File: config.mk
export PLATFORM = sky130hd
export DESIGN_NAME = radio_deserializer_flat
export DESIGN_NICKNAME = d
export VERILOG_FILES = /design/src/rtl/radio_deserializer_if.sv /design/src/rtl/radio_deserializer.sv /design/src/flat_wrapper.sv
export SDC_FILE = /design/constraint.sdc
export NUM_CORES = 1
export LEC_CHECK = 0
export ABC_AREA = 1
export BUFFER_PORTS_ARGS = -buffer_cell sky130_fd_sc_hd__buf_2
export CORE_MARGIN = 2
export CORE_UTILIZATION = 45
export CTS_CLUSTER_DIAMETER = 50
export DETAILED_ROUTE_END_ITERATION = 6
export PLACE_DENSITY = 0.61
export SETUP_SLACK_MARGIN = 0.02
export SLEW_MARGIN = 25
export SYNTH_ARGS = -nofsm -noshare
export SYNTH_HDL_FRONTEND = slang
export SYNTH_SLANG_ARGS = --single-unit
File: constraint.sdc
create_clock -name sys_clk -period 2.2 [get_ports sys_clk]
set_clock_uncertainty 0.1 [all_clocks]
set_input_delay 0.33 -clock sys_clk [delete_from_list [all_inputs] [get_ports sys_clk]]
set_output_delay 0.33 -clock sys_clk [all_outputs]
set_load 0.005 [all_outputs]
File: src/rtl/radio_deserializer_if.sv
// Radio sample link bundle: serial stream in, word handshake and status out.
interface radio_deserializer_if;
    localparam int unsigned WORD_W = 8;
    localparam int unsigned ERR_W  = 8;

    logic              data_in;
    logic              sync_in;
    logic [WORD_W-1:0] sample;
    logic              sample_valid;
    logic              sample_ready;
    logic              locked;
    logic              overflow;
    logic [ERR_W-1:0]  err_cnt;

    // Link/consumer side: drives the serial stream and accepts words.
    modport master (
        output data_in,
        output sync_in,
        output sample_ready,
        input  sample,
        input  sample_valid,
        input  locked,
        input  overflow,
        input  err_cnt
    );

    // Deserializer side.
    modport slave (
        input  data_in,
        input  sync_in,
        input  sample_ready,
        output sample,
        output sample_valid,
        output locked,
        output overflow,
        output err_cnt
    );
endinterface

File: src/rtl/radio_deserializer.sv
// Receive end of the radio sample link: recovers 8-bit LSB-first words from a
// 1-bit stream framed by a bit-0 sync pulse, tracks frame lock (HUNT/ALIGN/
// LOCKED) and queues words in a 2-entry output FIFO.
// Optional build macro RADIO_DESER_STATS_EN enables the saturating error
// counter on err_cnt; without it err_cnt is tied to zero.
module radio_deserializer #(
    parameter int unsigned LOCK_COUNT = 4,
    parameter int unsigned LOSS_COUNT = 2
) (
    input  logic                 sys_clk,
    input  logic                 rst,
    radio_deserializer_if.slave  link
);
    localparam int unsigned WORD_W = 8;
    localparam int unsigned CNT_W  = 3;
    localparam int unsigned GOOD_W = $clog2(LOCK_COUNT + 1);
    localparam int unsigned MISS_W = $clog2(LOSS_COUNT + 1);
    localparam int unsigned FILL_W = 2;
    localparam int unsigned ERR_W  = 8;

    typedef enum logic [1:0] {
        ST_HUNT   = 2'd0,
        ST_ALIGN  = 2'd1,
        ST_LOCKED = 2'd2
    } state_t;

    state_t            state;
    state_t            state_nxt;
    logic [CNT_W-1:0]  bitcnt;
    // Bit 0 of the shift window is never observed: a word is taken from
    // data_in plus the seven most recent bits, so only those are stored.
    logic [WORD_W-1:1] shreg;
    logic [GOOD_W-1:0] good;
    logic [GOOD_W-1:0] good_nxt;
    logic [MISS_W-1:0] miss;
    logic [MISS_W-1:0] miss_nxt;
    logic [WORD_W-1:0] tail;
    logic [FILL_W-1:0] fill;

    logic              boundary_c;
    logic              word_done_c;
    logic [WORD_W-1:0] word_c;
    logic              push_c;
    logic              pop_c;
    logic              drop_c;

    assign boundary_c  = (bitcnt == CNT_W'(0));
    assign word_done_c = (bitcnt == CNT_W'(WORD_W - 1));
    assign word_c      = {link.data_in, shreg};
    assign pop_c       = link.sample_valid & link.sample_ready;
    assign drop_c      = push_c & ~pop_c & (fill == FILL_W'(2));

    // Bit position tracking and serial shift; sync restarts the frame at bit 1.
    always_ff @(posedge sys_clk) begin
        if (rst) begin
            bitcnt <= CNT_W'(0);
            shreg  <= '0;
        end else begin
            shreg <= {link.data_in, shreg[WORD_W-1:2]};
            if (link.sync_in) begin
                bitcnt <= CNT_W'(1);
            end else begin
                bitcnt <= bitcnt + CNT_W'(1);
            end
        end
    end

    // Lock FSM state, qualification counters and registered lock flag.
    always_ff @(posedge sys_clk) begin
        if (rst) begin
            state       <= ST_HUNT;
            good        <= GOOD_W'(0);
            miss        <= MISS_W'(0);
            link.locked <= 1'b0;
        end else begin
            state       <= state_nxt;
            good        <= good_nxt;
            miss        <= miss_nxt;
            link.locked <= (state_nxt == ST_LOCKED);
        end
    end

    // Lock FSM next state and word push decision.
    always_comb begin
        state_nxt = state;
        good_nxt  = good;
        miss_nxt  = miss;
        push_c    = 1'b0;
        unique case (state)
            ST_HUNT: begin
                if (link.sync_in) begin
                    state_nxt = ST_ALIGN;
                    good_nxt  = GOOD_W'(1);
                end
            end
            ST_ALIGN: begin
                if (link.sync_in && !boundary_c) begin
                    // Realign to the new phase and restart qualification.
                    good_nxt = GOOD_W'(1);
                end else if (boundary_c) begin
                    if (link.sync_in) begin
                        good_nxt = good + GOOD_W'(1);
                        if (good_nxt == GOOD_W'(LOCK_COUNT)) begin
                            state_nxt = ST_LOCKED;
                            miss_nxt  = MISS_W'(0);
                        end
                    end else begin
                        state_nxt = ST_HUNT;
                    end
                end
            end
            ST_LOCKED: begin
                if (link.sync_in && !boundary_c) begin
                    // Off-phase sync: partial word (even one completing now) is dropped.
                    state_nxt = ST_ALIGN;
                    good_nxt  = GOOD_W'(1);
                end else if (boundary_c) begin
                    if (link.sync_in) begin
                        miss_nxt = MISS_W'(0);
                    end else begin
                        miss_nxt = miss + MISS_W'(1);
                        if (miss_nxt == MISS_W'(LOSS_COUNT)) begin
                            state_nxt = ST_HUNT;
                        end
                    end
                end else if (word_done_c) begin
                    push_c = 1'b1;
                end
            end
            default: begin
                state_nxt = ST_HUNT;
            end
        endcase
    end

    // Two-entry output FIFO: sample register is the head, tail holds the second word.
    always_ff @(posedge sys_clk) begin
        if (rst) begin
            fill              <= FILL_W'(0);
            tail              <= '0;
            link.sample       <= '0;
            link.sample_valid <= 1'b0;
            link.overflow     <= 1'b0;
        end else begin
            if (pop_c) begin
                if (fill == FILL_W'(2)) begin
                    link.sample <= tail;
                    if (push_c) begin
                        tail <= word_c;
                    end else begin
                        fill <= FILL_W'(1);
                    end
                end else if (push_c) begin
                    link.sample <= word_c;
                end else begin
                    fill              <= FILL_W'(0);
                    link.sample_valid <= 1'b0;
                end
            end else if (push_c) begin
                if (fill == FILL_W'(0)) begin
                    link.sample       <= word_c;
                    link.sample_valid <= 1'b1;
                    fill              <= FILL_W'(1);
                end else if (fill == FILL_W'(1)) begin
                    tail <= word_c;
                    fill <= FILL_W'(2);
                end
            end
            if (drop_c) begin
                link.overflow <= 1'b1;
            end
        end
    end

`ifdef RADIO_DESER_STATS_EN
    logic resync_evt_c;
    logic loss_evt_c;
    logic err_evt_c;

    assign resync_evt_c = link.sync_in & ~boundary_c & (state != ST_HUNT);
    assign loss_evt_c   = (state == ST_LOCKED) & (state_nxt == ST_HUNT);
    assign err_evt_c    = resync_evt_c | loss_evt_c | drop_c;

    // Saturating error counter; simultaneous events count once.
    always_ff @(posedge sys_clk) begin
        if (rst) begin
            link.err_cnt <= ERR_W'(0);
        end else if (err_evt_c && (link.err_cnt != {ERR_W{1'b1}})) begin
            link.err_cnt <= link.err_cnt + ERR_W'(1);
        end
    end
`else
    assign link.err_cnt = ERR_W'(0);
`endif

endmodule

File: src/flat_wrapper.sv
// flat-port wrapper written by rule: the top's interface ports become plain ports
module radio_deserializer_flat 
#(
    parameter int unsigned LOCK_COUNT = 4,
    parameter int unsigned LOSS_COUNT = 2
)
  (sys_clk, rst, link_data_in, link_sync_in, link_sample_ready, link_sample, link_sample_valid, link_locked, link_overflow, link_err_cnt);
  radio_deserializer_if link_i ();
  input  logic sys_clk;
  input  logic rst;
  input wire logic [$bits(link_i.data_in)-1:0] link_data_in;
  input wire logic [$bits(link_i.sync_in)-1:0] link_sync_in;
  input wire logic [$bits(link_i.sample_ready)-1:0] link_sample_ready;
  output wire logic [$bits(link_i.sample)-1:0] link_sample;
  output wire logic [$bits(link_i.sample_valid)-1:0] link_sample_valid;
  output wire logic [$bits(link_i.locked)-1:0] link_locked;
  output wire logic [$bits(link_i.overflow)-1:0] link_overflow;
  output wire logic [$bits(link_i.err_cnt)-1:0] link_err_cnt;
  assign link_i.data_in = link_data_in;
  assign link_i.sync_in = link_sync_in;
  assign link_i.sample_ready = link_sample_ready;
  assign link_sample = link_i.sample;
  assign link_sample_valid = link_i.sample_valid;
  assign link_locked = link_i.locked;
  assign link_overflow = link_i.overflow;
  assign link_err_cnt = link_i.err_cnt;
  radio_deserializer #(.LOCK_COUNT(LOCK_COUNT), .LOSS_COUNT(LOSS_COUNT)) u_core (.sys_clk(sys_clk), .rst(rst), .link(link_i));
endmodule
==> results of run 1 <==
[critical path, cell delays in order, from the launching register on]
cell and delay, ns:
dfxtp_1 0.35, inv_1 0.05, ha_1 0.20, nand2_1 0.15
nand4_2 0.15, ha_1 0.35, a21boi_1 0.24, o21ai_0 0.10
a31oi_1 0.17
[cells by family after synthesis]
family | count (synthesis)
fa+ha+maj | 8
other cells | 1
flops | 38
simple gates | 134
compound gates | 27
buf+inv | 59
[where the power goes]
group	total (mW)	internal (mW)	switching, mW
logic	0.0686	0.0202	0.0484
registers	0.704	0.697	0.00744
clock network	0.593	0.339	0.254
[path summary, 6_finish.rpt]
path,end,startpoint,cells past startpoint,slack (ns)
hold reg to reg,u_core.shreg[2],u_core.shreg[3],2,0.35
setup reg to reg,u_core.fill[0],u_core.bitcnt[0],8,0.25
setup / recovery,u_core.fill[0],u_core.bitcnt[0],8,0.25
hold / removal,u_core.shreg[7],link_data_in,3,0.18
[sequential cells by signal, summed over array words and instances, names as in the netlist]
register                  count
u_core.bitcnt                 3
u_core.fill                   2
u_core.good                   3
u_core.link.locked            1
u_core.link.overflow          1
u_core.link.sample            8
u_core.link.sample_valid      1
u_core.miss                   2
u_core.shreg                  7
u_core.state                  2
u_core.tail                   8
[layout by cell type, fill, tap and decap left out, drive strengths merged]
cell type  instances
a21oi             10
nor3               1
clkinv             1
o21ai             15
nand3b             1
a21boi             1
dfxtp             38
a31oi              1
inv               44
nand4              2
ha                 8
clkbuf             7
nand2             62
nand3             15
nor2              51
buf               16
conb               8
and3               2
bufinv             1
[metal layers]
layer | part of all wire | global-route usage
met3 | 0.049 | 0.0536
met2 | 0.42 | 0.262
met4 | 0.019 | 0.0735
met1 | 0.51 | 0.221
met5 | 0 | 0
[synth_stat cells]
| library cell | number | share of area |
|---|---|---|
| a21boi_0 | 1 | 0.0040 |
| a21oi_1 | 10 | 0.027 |
| a31oi_1 | 1 | 0.0033 |
| and3_1 | 2 | 0.0066 |
| buf_2 | 2 | 0.0053 |
| buf_4 | 8 | 0.032 |
| buf_6 | 2 | 0.012 |
| clkbuf_1 | 2 | 0.0040 |
| clkinv_4 | 1 | 0.0046 |
| conb_1 | 1 | 0.0020 |
| dfxtp_1 | 38 | 0.40 |
| ha_1 | 8 | 0.053 |
| inv_1 | 42 | 0.084 |
| inv_2 | 2 | 0.0040 |
| nand2_1 | 59 | 0.12 |
| nand2_2 | 2 | 0.0066 |
| nand2_4 | 1 | 0.0060 |
| nand3_1 | 14 | 0.037 |
| nand3_4 | 1 | 0.0093 |
| nand3b_1 | 1 | 0.0040 |
| nand4_1 | 1 | 0.0033 |
| nand4_2 | 1 | 0.0066 |
| nor2_1 | 40 | 0.080 |
| nor2_2 | 9 | 0.030 |
| nor2_4 | 2 | 0.012 |
| nor3_1 | 1 | 0.0026 |
| o21ai_0 | 6 | 0.016 |
| o21ai_1 | 8 | 0.021 |
| o21ai_2 | 1 | 0.0046 |
[stage by stage]
stage | power, mW | instance area, sq um | hold WS, ns | setup WS [ns]
after floorplan | 0.781 | 1910 | 0.325 | 0.386
final | 1.37 | 2060 | 0.185 | 0.253
after global placement | 0.789 | 1960 | 0.337 | 0.271
after CTS | 1.38 | 2060 | 0.181 | 0.186
after global routing | 1.42 | 2060 | 0.203 | 0.0276
after detailed placement | 0.789 | 1960 | 0.339 | 0.185
[area by class of cell]
type | count | area, sq um | area share
inverter | 45 | 174 | 0.0842
clock buffer | 7 | 76.3 | 0.0370
timing repair buffer | 16 | 82.6 | 0.0400
tap | 50 | 62.6 | 0.0303
multi-input combinational | 177 | 878 | 0.425
clock inverter | 1 | 30.0 | 0.0145
sequential | 38 | 761 | 0.368
==> flow_summary.json, run 1 <==
{
  "wirelength_um": 3340,
  "synth_top_family_by_area": "simple AND/OR/NAND/NOR gates",
  "ys_types": 29,
  "core_region_area_sq_um": 4030,
  "final.fill_count": 414,
  "worstPathArrival_ns": 2.07,
  "grt_pass1_vias": 1324,
  "grt_pass1_wl_um": 5850,
  "io_buffers": 15,
  "drtIter0Drc": 86,
  "p_leak_nw": 1.00,
  "worst_pin_slew_ns": 0.709,
  "drv_slew": 0,
  "grt_max_degree": 23,
  "clock_sinks": 38,
  "rows": 23,
  "cts.clk_slew.worst_paths_ns": 0.08,
  "synth_area_per_cell_sq_um": 7.07,
  "htree_levels": 2,
  "grt.total_usage": 0.171,
  "clk_path_buf_depth": 2,
  "cts_buffers": 5,
  "hp-class": "in -> reg",
  "drive_gt1_frac": 0.148,
  "crit_fanout": 5,
  "die_area_sq_um": 4730,
  "syn_inst": 267,
  "die_width_um": 68.8,
  "n_antenna_cell": 0,
  "synth-simple-area-share": 0.321,
  "io_pins": 24,
  "finalSetupViolCount": 0,
  "synth_warnings": 0,
  "yosys.area_share.adder": 0.0531,
  "drcViolationCount": 0,
  "place_hpwl_um": 2250,
  "start_kind": "flip-flop",
  "relSlewSlack": 0.526,
  "fin_crit_ns": 1.95,
  "initial_core_util": 0.468,
  "synthMuxAreaShare": 0,
  "overflow": 0,
  "dp_cells": 326,
  "synth_compound_area_frac": 0.0756,
  "final.setup.tns_ns": 0,
  "area_growth_pct": 9.42,
  "outcome": "finished, final reports clean",
  "antenna_found_initial": 0,
  "synth.yosys.seq_area_share": 0.403,
  "critPathKind": "reg -> reg",
  "cp-end-kind": "flip-flop",
  "crit_required_ns": 2.32,
  "ir_worst_vdd_mv": 0.230,
  "stdcell_count": 334,
  "ctsHoldBuffers": 0,
  "nets": 296,
  "period_share": 0.885,
  "synth_area_sq_um": 1890,
  "final_util": 0.512,
  "ant_nets": 0,
  "tritoncts": "done",
  "rsz0062_at_grt": "false",
  "synth_seq_cells": 38,
  "vias": 1517,
  "drv_cap": 0,
  "gp_congestion": 0.800,
  "root_buffer": "clkbuf_8",
  "synth-xor-area-share": 0,
  "clkLatencyLatePin_ns": 0.29,
  "hold_viol": 0,
  "fmax_mhz": 514,
  "postCtsSetupRepairBufs": 0,
  "post_cts_resized": 0,
  "routed_via_density": 4.54,
  "dr.pass1.iters": 5,
  "die_y_um": 68.8,
  "power.density_nw_per_um2": 662,
  "wl_per_cell_um": 10.0
}
Power figures use the tool's default switching activity.
==> run 2, diff against run 1 <==
--- a/config.mk
+++ b/config.mk
@@ -11,6 +11,7 @@
 export CORE_UTILIZATION = 45
 export CTS_CLUSTER_DIAMETER = 50
 export DETAILED_ROUTE_END_ITERATION = 6
+export GPL_TIMING_DRIVEN = 0
 export PLACE_DENSITY = 0.61
 export SETUP_SLACK_MARGIN = 0.02
 export SLEW_MARGIN = 25
==> run 2 against run 1 <==
- non-clock buffer count is 12 higher
- design area is 4.1% higher
- sequential share of layout area shrank 1.5 points
- clock power down 14%
==> flow_summary.json, run 2 (synthesis gave the netlist of run 1 again) <==
{
  "outcome": "finished, final reports clean",
  "sw_frac_of_total": 0.244,
  "rsz0062_at_grt": "false",
  "critPathKind": "reg -> reg",
  "nets": 308,
  "grt_max_degree": 13,
  "start_kind": "flip-flop",
  "wl_per_cell_um": 9.84,
  "cts_buffers": 5,
  "die_area_sq_um": 4730,
  "worstPathArrival_ns": 2.09,
  "slowest_stage": "ha_1",
  "postCtsSetupRepairBufs": 0,
  "ir_worst_vdd_mv": 0.365,
  "p_leak_nw": 1.05,
  "clk_path_buf_depth": 2,
  "final_util": 0.534,
  "cp-end-kind": "flip-flop",
  "final.fill_count": 415,
  "finalSetupViolCount": 0,
  "grt_use_met1": 0.224,
  "p_switching_uw": 316,
  "busiest_layer": "met2",
  "vias": 1530,
  "met3_usage": 0.0536,
  "layout_commonest_cell": "nand2_1",
  "drv_slew": 0,
  "antenna_found_initial": 0,
  "met2_usage": 0.276,
  "worstPathCellList": "inv_1 > ha_1 > nand2_1 > nand4_4 > ha_1 > a21boi_1 > o21ai_0 > a31oi_1",
  "overflow": 0,
  "hold_viol": 0,
  "dpl_cell_area_sq_um": 2050,
  "grt_pass1_vias": 1405,
  "initial_core_util": 0.468,
  "drtIter0Drc": 52,
  "critical_path.max_stage_delay_ns": 0.37,
  "ant_nets": 0,
  "root_buffer": "clkbuf_8",
  "cp_common_cell": "ha_1",
  "final.setup.tns_ns": 0,
  "crit_required_ns": 2.33,
  "htree_levels": 2,
  "dr.pass1.iters": 4,
  "grt_pass1_wl_um": 6020,
  "place_hpwl_um": 2460,
  "power.density_nw_per_um2": 602,
  "fin_crit_ns": 1.96,
  "gp_congestion": 0.783,
  "cts.clk_slew.worst_paths_ns": 0.08,
  "reg2regPathDepth": 8,
  "rows": 23,
  "drive_gt1_frac": 0.182,
  "top_regs": "u_core.link.sample (8), u_core.tail (8), u_core.shreg (7)",
  "drcViolationCount": 0,
  "hold_slack_ns": 0.187,
  "min_path_cells": 3,
  "internal_power_uw": 978,
  "area_growth_pct": 13.9,
  "io_pins": 24,
  "die_y_um": 68.8,
  "tritoncts": "done",
  "seqPwrFrac": 0.544,
  "routed_via_density": 4.42,
  "drv_cap": 0,
  "die_width_um": 68.8,
  "hp-class": "in -> reg",
  "power_mw": 1.29,
  "mostFrequentLayoutCells": "nand2_1 (59), inv_1 (42), nor2_1 (40), dfxtp_1 (38), buf_2 (16)",
  "io_buffers": 14,
  "n_antenna_cell": 0,
  "grt.total_usage": 0.173,
  "wirelength_um": 3410,
  "period_share": 0.890,
  "clock_power_share": 0.394,
  "stdcell_area_sq_um": 2150,
  "core_region_area_sq_um": 4030,
  "clock_sinks": 38,
  "clkLatencyLatePin_ns": 0.29,
  "power_frac_comb": 0.061,
  "crit_fanout": 5,
  "fmax_mhz": 511
}
run 2: cell count changes in the layout (fill, tap and decap cells not counted):
cell | before | now
clkinvlp_4 | 0 | 1
buf_4 | 1 | 8
nand4_2 | 1 | 0
buf_2 | 15 | 16
clkinv_2 | 0 | 1
nand4_4 | 0 | 1
bufinv_16 | 1 | 0
clkbuf_8 | 5 | 6
buf_6 | 0 | 2
run 2: final timing paths:
| kind | start | to | slack [ns] |
|---|---|---|---|
| setup / recovery | u_core.bitcnt[0] | u_core.fill[0] | 0.24 |
| hold / removal | link_data_in | u_core.shreg[7] | 0.19 |
| setup reg to reg | u_core.bitcnt[0] | u_core.fill[0] | 0.24 |
| hold reg to reg | u_core.shreg[3] | u_core.shreg[2] | 0.34 |
run 2: what timing repair did:
item,CTS,global route
resized for setup,0,2
endpoints found under the setup margin,0,2
hold buffers,0,0
run 2: cell type report:
type | instances | area [sq um] | area share
timing repair buffer | 14 | 70.1 | 0.0326
clock buffer | 6 | 82.6 | 0.0384
tap | 50 | 62.6 | 0.0291
inverter | 45 | 174 | 0.0809
sequential | 38 | 761 | 0.354
clock inverter | 2 | 12.5 | 0.00582
multi-input combinational | 177 | 887 | 0.413
buffer | 14 | 100 | 0.0466
run 2: layer usage:
layer	wire (um)	up-vias
met5	0	-
li1	-	853
met1	1760	646
met4	38	0
met2	1460	27
met3	142	4
run 2: critical path: cells and delay by family (launching register included):
family	cells	cell delay, ns
AO/OA/AOI/OAI	3	0.51
AND/OR/NAND/NOR	2	0.32
buffers and inverters	1	0.05
adder cells (fa/ha/maj)	2	0.57
flip-flops	1	0.36
run 2: power by group through the flow:
stage	combinational [mW]	sequential, mW	clock, mW
3_5_place_dp	0.0788	0.720	0
5_1_grt	0.0966	0.706	0.555
2_1_floorplan	0.0616	0.719	0
6_report	0.0794	0.704	0.511
4_1_cts	0.0794	0.704	0.527
3_3_place_gp	0.0793	0.720	0
run 2: stage by stage:
stage,setup slack [ns],cells
floorplan,0.386,274
global placement,0.188,338
detailed placement,0.146,338
CTS,0.136,346
global route,0.0599,346
finish,0.242,346
